**src/rtl/rx_buffer_fifo.sv**
```systemverilog
// rx_buffer_fifo: circular receive buffer between RX_channel and the memory write port.
// Show-ahead drain, registered early-hold back-pressure and a sticky overflow flag.
module rx_buffer_fifo #(
    parameter int WIDTH       = 8,
    parameter int DEPTH       = 8,
    parameter int HOLD_MARGIN = 2
) (
    input  logic                     ACLK,
    input  logic                     ARESET,
    input  logic [WIDTH-1:0]         rx_data,
    input  logic                     rx_new_data,
    output logic                     rx_hold,
    output logic [WIDTH-1:0]         mem_data,
    output logic                     mem_wr,
    input  logic                     mem_busy,
    output logic [$clog2(DEPTH):0]   count,
    output logic                     overflow,
    input  logic                     clr_ovf
);

    localparam int AW = $clog2(DEPTH);
    localparam int CW = AW + 1;
    localparam logic [CW-1:0] FULL   = CW'(DEPTH);
    localparam logic [CW-1:0] THRESH = CW'(DEPTH - HOLD_MARGIN);

    logic [WIDTH-1:0] mem_q [DEPTH];
    logic [AW-1:0]    wp_q, wp_d;
    logic [AW-1:0]    rp_q, rp_d;
    logic [CW-1:0]    count_q, count_d;
    logic             ovf_q, ovf_d;
    logic             hold_q, hold_d;
    logic             push, pop, drop;

    assign mem_wr   = (count_q != '0);
    assign mem_data = mem_wr ? mem_q[rp_q] : '0;
    assign count    = count_q;
    assign overflow = ovf_q;
    assign rx_hold  = hold_q;

    // A full FIFO still accepts a beat when the head leaves in the same cycle.
    assign pop  = mem_wr && !mem_busy;
    assign push = rx_new_data && ((count_q != FULL) || pop);
    assign drop = rx_new_data && !push;

    always_comb begin
        wp_d    = wp_q;
        rp_d    = rp_q;
        count_d = count_q + CW'(push) - CW'(pop);
        ovf_d   = ovf_q;
        if (push) begin
            wp_d = wp_q + AW'(1);
        end
        if (pop) begin
            rp_d = rp_q + AW'(1);
        end
        if (drop) begin
            ovf_d = 1'b1;
        end else if (clr_ovf) begin
            ovf_d = 1'b0;
        end
        hold_d = (count_d >= THRESH);
    end

    always_ff @(posedge ACLK or posedge ARESET) begin
        if (ARESET) begin
            wp_q    <= '0;
            rp_q    <= '0;
            count_q <= '0;
            ovf_q   <= 1'b0;
            hold_q  <= 1'b0;
        end else begin
            wp_q    <= wp_d;
            rp_q    <= rp_d;
            count_q <= count_d;
            ovf_q   <= ovf_d;
            hold_q  <= hold_d;
        end
    end

    always_ff @(posedge ACLK) begin
        if (push) begin
            mem_q[wp_q] <= rx_data;
        end
    end

endmodule

```
**config.mk**
```make
export PLATFORM = sky130hd
export DESIGN_NAME = rx_buffer_fifo
export DESIGN_NICKNAME = d
export VERILOG_FILES = /design/src/rtl/rx_buffer_fifo.sv
export SDC_FILE = /design/constraint.sdc
export NUM_CORES = 1
export LEC_CHECK = 0
export ABC_AREA = 1
export BUFFER_PORTS_ARGS = -buffer_cell sky130_fd_sc_hd__buf_2
export CORE_MARGIN = 5
export CORE_UTILIZATION = 40
export DETAILED_ROUTE_END_ITERATION = 16
export MAX_ROUTING_LAYER = met4
export SLEW_MARGIN = 20
export SYNTH_ARGS = -nofsm -noshare
export SYNTH_HDL_FRONTEND = slang
export SYNTH_SLANG_ARGS = --single-unit
```
**constraint.sdc**
```tcl
create_clock -name ACLK -period 5.5 [get_ports ACLK]
set_clock_uncertainty 0.1 [all_clocks]
set_input_delay 0 -clock ACLK [delete_from_list [all_inputs] [get_ports ACLK]]
set_output_delay 0 -clock ACLK [all_outputs]
set_load 0.005 [all_outputs]
```
======== Word-level counts from Yosys, hierarchy flattened ========
Memory sizes are Yosys's and may differ from the RTL's.
Cells that the tools add are included.
word-level totals
  flip-flop bits (word level) ............. 12
  RAM bits ................................ 64
  input bits .............................. 13
  output and inout bits ................... 15
  word-level logic and storage cells ...... 25
  memories kept ........................... 1
memory list
  name   depth  width  read ports  clocked after Yosys merged registers in  wr ports  RTL line  RTL
  mem_q  8      8      1           0                                        1         26        logic [WIDTH-1:0] mem_q [DEPTH];
operators by class
  $add $sub $neg .......................... 4
  magnitude comparators ................... 1
  equality and inequality tests ........... 1
  multiplexer cells ....................... 5
  reductions and logical operators ........ 8
operators by type and width
  kind                   number
  $mux W8                1
  $add A3 B1 Y3 const B  2
  $add A4 B1 Y4          1
  $ge A4 B3 Y1 const B   1
  $mux W1                4
  $ne A4 B4 Y1 const B   1
  $reduce_bool A4 Y1     1
  $sub A4 B1 Y4          1
  $logic_and A1 B1 Y1    3
  $logic_not A1 Y1       2
  $reduce_bool A2 Y1     1
  $logic_or A1 B1 Y1     1

======== Longest topological paths before layout ========
Gate-level depths: netlist of run 1.
  word-level depth ........................ 7
  depth in mapped cells ................... 11
  depth with buffers taken out ............ 11

======== Least setup slack after synthesis of run 1 ========
Ideal clock, no wire load.
  path kind ............................... reg-to-reg
  start point ............................. reg count_q[2], in the netlist count[2]
  end point ............................... reg hold_q, in the netlist rx_hold
  library setup time ...................... 0.126 ns
  arrival time ............................ 1.922 ns
  data required time ...................... 5.274 ns
  slack ................................... 3.352 ns
  cell stages (with the launch flop) ...... 12
  path buffers ............................ 1
  period minus slack after synthesis ...... 2.148 ns
  path through ............................ dfrtp_1 -> inv_1 -> ha_1 -> nand2_1 -> buf_2 -> nand3_1 -> nand2_1 -> ha_1 -> fa_1 -> xor2_1 -> nand2_1 -> nand3_1
between the ends
  word-level cells in the longest chain between the ends .. 7
  elaborated cells between the ends (all ways) .. 8
  classes of those cells .................. add/sub (2); order compare (1); eq/ne (1); reduce/logical (4)
RTL lines
  what                     RTL line  RTL
  from (decl)              29        logic [CW-1:0] count_q, count_d;
  from (signal assigned)   74        count_q <= count_d;
  $reduce_bool A4 Y1 (*)   34        assign mem_wr = (count_q != '0);
  net mem_wr               14        output logic mem_wr,
  $logic_and A1 B1 Y1 (*)  41        assign pop = mem_wr && !mem_busy;
  $logic_or A1 B1 Y1       42        assign push = rx_new_data && ((count_q != FULL) || pop);
  $logic_and A1 B1 Y1      42
  $add A4 B1 Y4            48        count_d = count_q + CW'(push) - CW'(pop);
  $sub A4 B1 Y4 (*)        48
  net count_d[2]           29
  $ge A4 B3 Y1 (*)         61        hold_d = (count_d >= THRESH);
  net hold_d               31        logic hold_q, hold_d;
  to (signal assigned)     76        hold_q <= hold_d;
  to (decl)                31
Mark *: on every way through the listed nets, which the timed path passes. The rest lies on a longest branch.
A chain may end at the register's enable or synchronous reset.

======== Final worst setup path of run 1 ========
  start point ............................. reg count_q[2], in the netlist count[2]
  end point ............................... reg hold_q, in the netlist rx_hold
between the ends
  word-level cells in the longest chain between the ends .. 7
  elaborated cells between the ends (all ways) .. 8
  classes of those cells .................. add/sub (2); order compare (1); eq/ne (1); reduce/logical (4)
RTL lines
  what                 RTL line
  $reduce_bool A4 Y1   34
  $logic_and A1 B1 Y1  41
  $logic_or A1 B1 Y1   42
  $logic_and A1 B1 Y1  42
  $add A4 B1 Y4        48
  $sub A4 B1 Y4 (*)    48
  net count_d[2]       29
  $ge A4 B3 Y1 (*)     61
  net hold_d           31
Marked as above.

==> results.ini, run 1 <==
[min_path]
min_path_type = input port to async pin

[worst_setup_path]
critPathKind = register to register
crit_required_ns = 5.63
crit_fanout = 12
timing.rr.end = rx_hold
worst_setup_path_start_kind = register
r2r_setup_slack_ns = 3.06
end_kind = register
reg2reg_depth = 11
reg2reg_from = count[2]
crit_arrival_ns = 2.58

[synthesis]
synth_top_cell_by_area = edfxtp_1
synthMuxAreaShare_pct = 0
synth_nets = 380
async_flop_share_pct = 15.8
yosysWarnings = 0
yosys.area_share.xor_xnor_pct = 0.994
yosysUniqueCellTypes = 20
ys_ff_latch = 76
synth_compound_area_share_pct = 0.816
synthTopCellsByCount = 98 x nand2_1, 74 x inv_1, 64 x edfxtp_1
synthesis.instances = 359
yosysTopAreaCellShare_pct = 54.5
syn_avg_cell_area_um2 = 9.82
synth_top_family_by_area = simple AND/OR/NAND/NOR gates
ys_seq_area_share_pct = 63.0
synth_simple_gate_area_share_pct = 20.8
synth.area.top_cells = edfxtp_1 55%, nand2_1 10%, dfrtp_1 8.5%
synth_most_common_cell = nand2_1
synth_ff_type = edfxtp_1
synth_edf_count = 64
synth_fa_ha_area_share_pct = 3.05
synth_area_mm2 = 0.00352

[detailed_routing]
dr.pass1.iters = 4
wl_per_cell_um = 15.1
via_count = 2438
drcViolationCount = 0
wirelength_um = 7720
ant_nets = 0
drt-initial-drc-count = 171
avgViaCountPerCell = 4.77

[sta]
grt_setup_unrepaired = false
setup_violations = 0
fin_crit_ns = 2.44
fin_crit_sh_pct = 44.4
hold_viol = 0
drv_slew = 0
max_freq_mhz = 410
worst_pin_slew_ns = 0.704
max-slew-margin-rel_pct = 52.9
setup_tns_ns = 0

[placed_design]
io_buffers = 27
placed_area_mm2 = 0.00369
gp_congestion = 0.875
dp_hpwl_um = 5160

[grt]
grt-ovfl-total = 0
grt_pass1_vias = 2412
grt_pass1_wl_um = 12400
grt_antenna_before_repair = 0
grt_max_degree = 34
grtUsageTotal_pct = 15.5

[layout]
area_delta_synth_final_pct = 14.6
multi_input_area_um2 = 906
fillers = 845
fin_nets = 419
area.sequential_mm2 = 0.00222
diodes = 0
fin_area_mm2 = 0.00404
drive_gt1_share_pct = 11.2

[clock_tree]
cts-buffers-inserted = 9
htree_levels = 3
clk_latency_ns = 0.35
postCtsSetupBuffers = 0
cts_root_buf = clkbuf_8
clock-sinks = 76
cts_resized = 0
tritoncts = built
clkTransAtPathRegs_ns = 0.08
cts_buffer_depth = 2

[pwr]
power.density_mw_per_mm2 = 498
vdd_drop_max_v = 0.000269
power.leakage_nw = 1.90

[die]
die_width_um = 104
die_y_um = 104
die_area_mm2 = 0.0108
ios = 28
start_util_pct = 40.8
coreArea_mm2 = 0.00864
core.rowCount = 34

[outcome]
status = finished clean

[job]
maxCapViolations = 0

## what timing repair did
item	4_1_cts	5_1_grt
hold buffers	14	0
endpoints found under the setup margin	0	0
hold endpoints to repair	83	0
## state kept, by name (all words and copies together), names as in the netlist
signal	cells
overflow	1
mem_q	64
rx_hold	1
count	4
wp_q	3
rp_q	3
## routing by layer
metal / global-route usage, % / wire (µm)
met5: - / 0
met1: 18.8 / 3420
met4: 5.74 / 115
met3: 3.85 / 410
met2: 25.0 / 3770
## placed cells by master (no fill, tap or decap), drive strengths merged
cell / n
dfrtp: 12
buf: 28
fa: 1
nand3: 50
nor2: 27
xor2: 3
o211ai: 1
o22ai: 1
clkinv: 4
bufinv: 2
nand3b: 2
clkbuf: 10
a21oi: 2
nand2: 98
edfxtp: 64
xnor2: 1
ha: 7
dlygate4sd3: 14
inv: 76
## cells by family (layout without fill, tap and decap cells)
family                     count (synthesis)  in the layout
xor gates and xnor gates                   4              4
and+or+nand+nor                          177            177
AOI/OAI and AO/OA                          4              4
adders and majority gates                  8              8
DFF                                       76             76
buffers and inverters                     90            134
## power breakdown
group / switching, W / internal, W / leakage (nW)
registers: 0.000112 / 0.000732 / 0.725
logic: 0.000445 / 0.000272 / 1.07
clock network: 0.000199 / 0.000252 / 0.107
## worst max-delay path: stages, from the launching register on
cell and delay [ns]:
dfrtp_1 0.34, inv_1 0.07, ha_1 0.23, nand2_1 0.32, nand2_1 0.19, nand3_1 0.12
nand2_1 0.06, ha_1 0.21, fa_1 0.38, xor2_1 0.16, nand2_1 0.07, nand3_1 0.07
## how the worst max path moves through the flow
stage          slack (ns)      from           to
2_1_floorplan        3.35  count[2]      rx_hold
3_3_place_gp         3.13  count[2]      rx_hold
3_5_place_dp         3.05  count[2]      rx_hold
4_1_cts              3.05  count[2]      rx_hold
5_1_grt              2.86   rp_q[0]  mem_data[6]
6_report             3.06  count[2]      rx_hold
## through the flow
| stage | utilization, % | worst slack, ns | hold WS, ns | cells | total power (W) |
|---|---|---|---|---|---|
| after floorplan | - | 3.35 | -0.235 | 359 | 0.00136 |
| after global placement | 42.8 | 3.13 | -0.0647 | 481 | 0.00156 |
| after detailed placement | 42.8 | 3.05 | -0.0535 | 481 | 0.00157 |
| after CTS | 46.8 | 3.05 | 0.110 | 511 | 0.00203 |
| after global routing | 46.8 | 2.86 | 0.147 | 511 | 0.00217 |
| final | 46.8 | 3.06 | 0.108 | 511 | 0.00201 |
## area by class of cell
class | count | share of cell area (%)
clock buffer | 10 | 3.16
clock inverter | 6 | 1.95
inverter | 76 | 7.12
multi-input combinational | 193 | 22.4
sequential | 76 | 55.0
tap | 108 | 3.34
timing repair buffer | 42 | 7.00
Note: power is estimated with default switching activity, not from simulation.
==> run 2, diff against run 1 <==
clock period = 2.2 ns   (was 5.5 ns; I/O delays follow)
==> run 2 against run 1 <==
Net effect:
- flip-flop and latch count unchanged
- combinational power rose to 2.7 times the previous value
- via count down 1.6%
- non-clock buffer count up 14
- worst setup slack worse by 3.0 ns
- count of clock-buffer cells in the layout unchanged
- sequential share of layout area down 1.2 points
- highest routed layer unchanged
==> results.ini, run 2 (synthesized netlist as in run 1, its figures left out) <==
[grt]
grt-ovfl-total = 0  ; unchanged
grtUsageTotal_pct = 14.1  ; was 15.5%
grt_antenna_before_repair = 0  ; unchanged
grt_max_degree = 34  ; unchanged
grt_pass1_vias = 2308  ; was 2412
grt_pass1_wl_um = 11700  ; was 12400 µm

[sta]
worst_pin_slew_ns = 0.738  ; was 0.704 ns
fin_crit_sh_pct = 96.6  ; was 44.4%
hold_ws_ns = 0.0974  ; was 0.108 ns
max-slew-margin-rel_pct = 50.8  ; was 52.9%
hold_viol = 0  ; unchanged
setup_violations = 0  ; unchanged
drv_slew = 0  ; unchanged
max_freq_mhz = 471  ; was 410 MHz
fin_crit_ns = 2.13  ; was 2.44 ns

[die]
coreArea_mm2 = 0.00864  ; unchanged
die_width_um = 104  ; unchanged
die_area_mm2 = 0.0108  ; unchanged
ios = 28  ; unchanged
start_util_pct = 40.8  ; unchanged
die_y_um = 104  ; unchanged
core.rowCount = 34  ; unchanged

[pwr]
fin_total_pwr_w = 0.00494  ; was 0.00201 W
vdd_drop_max_v = 0.000573  ; was 0.000269 V
power.leakage_nw = 1.96  ; was 1.90 nW
power.density_mw_per_mm2 = 1200  ; was 498 mW/mm²

[detailed_routing]
ant_nets = 0  ; unchanged
dr.pass1.iters = 5  ; was 4
avgViaCountPerCell = 4.57  ; was 4.77
drcViolationCount = 0  ; unchanged
wirelength_um = 7140  ; was 7720 µm
drt-initial-drc-count = 119  ; was 171
wl_per_cell_um = 13.6  ; was 15.1 µm
via_count = 2399  ; was 2438

[worst_setup_path]
crit_fanout = 4  ; was 12
worst_setup_path_start_kind = register  ; unchanged
crit_required_ns = 2.34  ; was 5.63 ns
end_kind = register  ; unchanged
critPathKind = register to register  ; unchanged
crit_arrival_ns = 2.27  ; was 2.58 ns

[clock_tree]
cts_root_buf = clkbuf_8  ; unchanged
tritoncts = built  ; unchanged
cts-buffers-inserted = 9  ; unchanged
clock-sinks = 76  ; unchanged
clk_latency_ns = 0.35  ; about the same
cts_buffer_depth = 2  ; unchanged
htree_levels = 3  ; unchanged
clkTransAtPathRegs_ns = 0.08  ; about the same

[layout]
diodes = 0  ; unchanged
drive_gt1_share_pct = 16.1  ; was 11.2%
fin_util_pct = 47.8  ; was 46.8%
largest_reg_flops = 64  ; unchanged
area_delta_synth_final_pct = 17.1  ; was 14.6%
final_cell_count_no_fill = 525  ; was 511
fin_area_mm2 = 0.00413  ; was 0.00404 mm²
layout_commonest_cell = nand2_1  ; unchanged
fin_nets = 433  ; was 419
layout_common_cells = 96 x nand2_1, 74 x inv_1, 64 x edfxtp_1  ; was 98 x nand2_1, 74 x inv_1, 64 x edfxtp_1
largest-register = mem_q  ; unchanged

[outcome]
status = finished clean  ; unchanged

[min_path]
min_path_type = input port to async pin  ; unchanged

[placed_design]
dp.cells = 493  ; was 481
dp_hpwl_um = 4390  ; was 5160 µm
gp_congestion = 0.769  ; was 0.875
io_buffers = 27  ; unchanged
placed_area_mm2 = 0.00378  ; was 0.00369 mm²

[job]
maxCapViolations = 0  ; unchanged

[run 2: cell count changes in the layout (fill, tap and decap cells not counted), moves of 2 or more]
| cell | previous run | this run |
|---|---|---|
| bufinv_16 | 2 | 0 |
| clkinv_4 | 0 | 3 |
| buf_4 | 1 | 16 |
| nand2_1 | 98 | 96 |
| nand2_2 | 0 | 2 |
[run 2: metrics by stage]
| stage | setup TNS [ns] | worst slack [ns] |
|---|---|---|
| floorplan | 0 | 0.0525 |
| global placement | 0 | 0.108 |
| detailed placement | 0 | 0.0175 |
| CTS | 0 | 0.00124 |
| global route | -0.0362 | -0.0362 |
| finish | 0 | 0.0746 |
[run 2: layout make-up]
cell class	count	area [µm²]
tap	108	135
inverter	76	288
timing repair buffer	56	385
clock inverter	6	41.3
fill	800	4510
multi-input combinational	193	928
sequential	76	2220
clock buffer	10	128
[run 2: worst max-delay path, cell delays in order, from the launching register on]
cell,delay (ns)
dfrtp_1,0.38
inv_1,0.12
ha_2,0.21
nand2_2,0.10
nand2_2,0.12
nand3_1,0.09
nand2_1,0.08
ha_1,0.19
fa_2,0.46
nand2_1,0.09
nand3_1,0.08
[run 2: final timing paths]
check,cells after the start,start,end,slack [ns]
setup / recovery,10,count[2],rx_hold,0.07
max in group asynchronous,3,ARESET,wp_q[0],1.57
hold reg to reg,1,count[0],count[0],0.46
hold / removal,3,ARESET,count[0],0.1
min in group ACLK,2,rx_data[2],mem_q[1][2],0.35
setup reg to reg,10,count[2],rx_hold,0.07
[run 2: metal layers]
metal  part of all wire (%)  up-vias  track usage (%)
li1                       -     1231                -
met1                     46     1108             18.4
met2                     48       47             21.2
met3                    4.5       13             2.98
met4                    1.6        0             6.57
met5                      0        -                -
[run 2: where the power goes]
part	switching, W	internal [W]
sequential	0.000218	0.00183
combinational	0.00118	0.000778
clock	0.000522	0.000409
[run 2: timing repair]
item                                   4_1_cts  5_1_grt
hold buffers                                13        0
endpoints found under the hold margin       84        0
setup buffers                                0        3
resized for setup                            0        6
setup endpoints to repair                    0        2
==> run 3, diff against run 2 <==
--- a/config.mk
+++ b/config.mk
@@ -7,4 +7,5 @@
 export LEC_CHECK = 0
-export ABC_AREA = 1
+export ABC_AREA = 0
 export BUFFER_PORTS_ARGS = -buffer_cell sky130_fd_sc_hd__buf_2
+export CAP_MARGIN = 20
 export CORE_MARGIN = 5
--- a/constraint.sdc
+++ b/constraint.sdc
@@ -4,2 +4,2 @@
 set_output_delay 0 -clock ACLK [all_outputs]
-set_load 0.005 [all_outputs]
+set_load 0.05 [all_outputs]
==> run 3 against run 2 <==
Net effect:
- the flow now finishes with violations (negative setup slack)
- sequential share of layout area rose by 1.2 points
- sequential power barely moved
- wire length fell by 12%
- clock power rose by 22%
- hold slack improved by 0.017 ns
- worst setup slack got worse by 0.44 ns
- global-route usage fell by 0.32 points
- synthesized area fell by 9.8%
==> results.ini, run 3 <==
[grt]
grt-ovfl-total = 0  ; unchanged
grt_pass1_vias = 1914  ; was 2308
grt_max_degree = 35  ; was 34
grtUsageTotal_pct = 13.8  ; was 14.1%
grt_antenna_before_repair = 0  ; unchanged
grt_pass1_wl_um = 9840  ; was 11700 µm

[detailed_routing]
ant_nets = 0  ; unchanged
via_count = 1844  ; was 2399
drt-initial-drc-count = 93  ; was 119
drcViolationCount = 0  ; unchanged
avgViaCountPerCell = 4.92  ; was 4.57
dr.pass1.iters = 4  ; was 5
wirelength_um = 6300  ; was 7140 µm
wl_per_cell_um = 16.8  ; was 13.6 µm

[die]
start_util_pct = 41.1  ; was 40.8%
die_area_mm2 = 0.00983  ; was 0.0108 mm²
ios = 28  ; unchanged
coreArea_mm2 = 0.00773  ; was 0.00864 mm²
die_width_um = 99.2  ; was 104 µm
die_y_um = 99.2  ; was 104 µm
core.rowCount = 32  ; was 34

[layout]
layout_common_cells = 64 x edfxtp_1, 32 x mux2i_1, 27 x buf_2  ; was 96 x nand2_1, 74 x inv_1, 64 x edfxtp_1
largest-register = mem_q  ; unchanged
largest_reg_flops = 64  ; unchanged
area.sequential_mm2 = 0.00223  ; was 0.00222 mm²
area_delta_synth_final_pct = 27.3  ; was 17.1%
fin_area_mm2 = 0.00405  ; was 0.00413 mm²
fillers = 660  ; was 800
drive_gt1_share_pct = 31.9  ; was 16.1%
final_cell_count_no_fill = 375  ; was 525
diodes = 0  ; unchanged
multi_input_area_um2 = 937  ; was 928 µm²
layout_commonest_cell = edfxtp_1  ; was nand2_1
fin_nets = 289  ; was 433

[worst_setup_path]
worst_setup_path_start_kind = register  ; unchanged
critPathKind = register to register  ; unchanged
slowest_stage = fa_2  ; unchanged
crit_required_ns = 2.33  ; was 2.34 ns
cp.buffers_inverters = 1  ; unchanged
path_cells = inv_2 > ha_1 > or3b_4 > o21ai_4 > o21ai_2 > ha_2 > fa_2 > a22o_1 > a221o_1  ; was inv_1 > ha_2 > nand2_2 > nand2_2 > nand3_1 > nand2_1 > ha_1 > fa_2 > nand2_1 > nand3_1
path_delay_family = adder cells  ; unchanged
crit_arrival_ns = 2.69  ; was 2.27 ns
crit_path_max_incr_delay_ns = 0.43  ; was 0.46 ns
crit_fanout = 3  ; was 4
end_kind = register  ; unchanged

[clock_tree]
cts_root_buf = clkbuf_8  ; unchanged
cts_buffer_depth = 2  ; unchanged
clkTransAtPathRegs_ns = 0.08  ; about the same
cts-buffers-inserted = 9  ; unchanged
tritoncts = built  ; unchanged
clock-sinks = 76  ; unchanged
htree_levels = 3  ; unchanged
clk_latency_ns = 0.34  ; was 0.35 ns

[synthesis]
synth_nets = 218  ; was 380
synth_most_common_cell = edfxtp_1  ; was nand2_1
ys_ff_latch = 76  ; unchanged
yosysWarnings = 0  ; unchanged
synth.area.top_cells = edfxtp_1 60%, mux2i_1 10%, dfrtp_1 9.4%  ; was edfxtp_1 55%, nand2_1 10%, dfrtp_1 8.5%
synth_ff_type = edfxtp_1  ; unchanged
ys_seq_area_share_pct = 69.9  ; was 63.0%
synthesis.instances = 197  ; was 359
syn_avg_cell_area_um2 = 16.1  ; was 9.82 µm²
synthTopCellsByCount = 64 x edfxtp_1, 32 x mux2i_1, 16 x a22oi_1  ; was 98 x nand2_1, 74 x inv_1, 64 x edfxtp_1
yosysTopAreaCellShare_pct = 60.4  ; was 54.5%
synth_edf_count = 64  ; unchanged
synth_area_mm2 = 0.00318  ; was 0.00352 mm²
synth_top_cell_by_area = edfxtp_1  ; unchanged
async_flop_share_pct = 15.8  ; unchanged
yosysUniqueCellTypes = 33  ; was 20

[pwr]
power.density_mw_per_mm2 = 1490  ; was 1200 mW/mm²
vdd_drop_max_v = 0.000755  ; was 0.000573 V
power.leakage_nw = 1.57  ; was 1.96 nW

[outcome]
status = finished with violations  ; was finished clean
violations = negative setup slack

[min_path]
min_path_type = input port to async pin  ; unchanged

[placed_design]
gp_congestion = 0.725  ; was 0.769
dpl_worst_slack_ns = -0.406  ; was 0.0175 ns
dp_hpwl_um = 3810  ; was 4390 µm
io_buffers = 27  ; unchanged
placed_area_mm2 = 0.00359  ; was 0.00378 mm²
dp.cells = 339  ; was 493

[sta]
setup_violations = 11  ; was 0
setup_tns_ns = -0.956  ; was 0 ns
worst_pin_slew_ns = 0.466  ; was 0.738 ns
max_freq_mhz = 390  ; was 471 MHz
drv_slew = 0  ; unchanged
grt_setup_unrepaired = true
hold_viol = 0  ; unchanged
setup_ws_ns = -0.362  ; was 0.0746 ns
fin_crit_ns = 2.56  ; was 2.13 ns
fin_crit_sh_pct = 116  ; was 96.6%
max-slew-margin-rel_pct = 68.9  ; was 50.8%

[job]
maxCapViolations = 0  ; unchanged

-- run 3: cell count changes after synthesis, moves of 3 or more --
cell     previous run  this run
nor3_1              0         4
a22oi_1             0        16
nand2_1            98         3
nand3_1            50         0
mux2i_1             0        32
and3_1              0         8
buf_6               6         0
buf_2               6         0
nor2_1             27         6
buf_4               1         4
inv_1              74         9
-- run 3: cell families after synthesis --
logic type | Yosys count | share of synthesized area [%]
fa+ha+maj | 8 | 3.38
compound gates | 26 | 6.34
xor+xnor | 6 | 1.65
simple gates | 31 | 5.47
buf+inv | 16 | 2.36
flops | 76 | 69.9
mux | 34 | 10.9
-- run 3: timing repair --
item                                    4_1_cts  5_1_grt
hold buffers                                 13        0
setup buffers                                 2        5
pin swaps                                     5        6
endpoints found under the setup margin       27       36
resized for setup                             8        4
endpoints found under the hold margin        79        0
-- run 3: metrics by stage --
step	util (%)	hold WS, ns	power (W)
final	52.4	0.114	0.00604
after global routing	52.4	0.163	0.00636
after CTS	51.5	0.116	0.00601
after detailed placement	46.4	-0.0464	0.00479
after global placement	46.4	-0.0574	0.00475
after floorplan	-	-0.235	0.00402
-- run 3: final cells by class --
cell class | instances | share of cell area [%]
well taps | 102 | 3.15
clock inverters | 6 | 2.16
repair buffers | 67 | 12.5
inverters | 9 | 0.927
multi-input cells | 105 | 23.2
clock buffers | 10 | 3.15
flip-flops and latches | 76 | 55.0
-- run 3: path summary, 6_finish.rpt --
check / depth (start not counted) / end / from / slack, ns
setup / recovery: 9 / rx_hold / count[2] / -0.36
hold / removal: 3 / rx_hold / ARESET / 0.11
setup reg to reg: 9 / rx_hold / count[2] / -0.36
hold reg to reg: 1 / rp_q[2] / rp_q[2] / 0.43
max in group asynchronous: 3 / count[2] / ARESET / 1.54
min in group ACLK: 2 / mem_q[0][4] / rx_data[4] / 0.37
-- run 3: worst reg2reg max path, stage by stage, from the launching register on --
cell	delay, ns
dfrtp_2	0.41
inv_2	0.07
ha_1	0.13
or3b_4	0.39
o21ai_4	0.14
o21ai_2	0.08
ha_2	0.20
fa_2	0.43
a22o_1	0.22
a221o_1	0.28
-- run 3: power breakdown --
group | switching, W | internal [W] | total, W
Clock | 0.000502 | 0.000639 | 0.00114
Sequential | 0.000148 | 0.00187 | 0.00202
Combinational | 0.00181 | 0.00108 | 0.00288
Total | 0.00246 | 0.00359 | 0.00604
-- run 3: layer usage --
metal / global-route usage [%] / share of wire (%) / vias up
met5: - / 0 / -
met4: 5.57 / 1.1 / 0
met3: 2.88 / 4.0 / 7
met2: 21.0 / 48 / 33
met1: 18.1 / 46 / 902
li1: - / - / 902
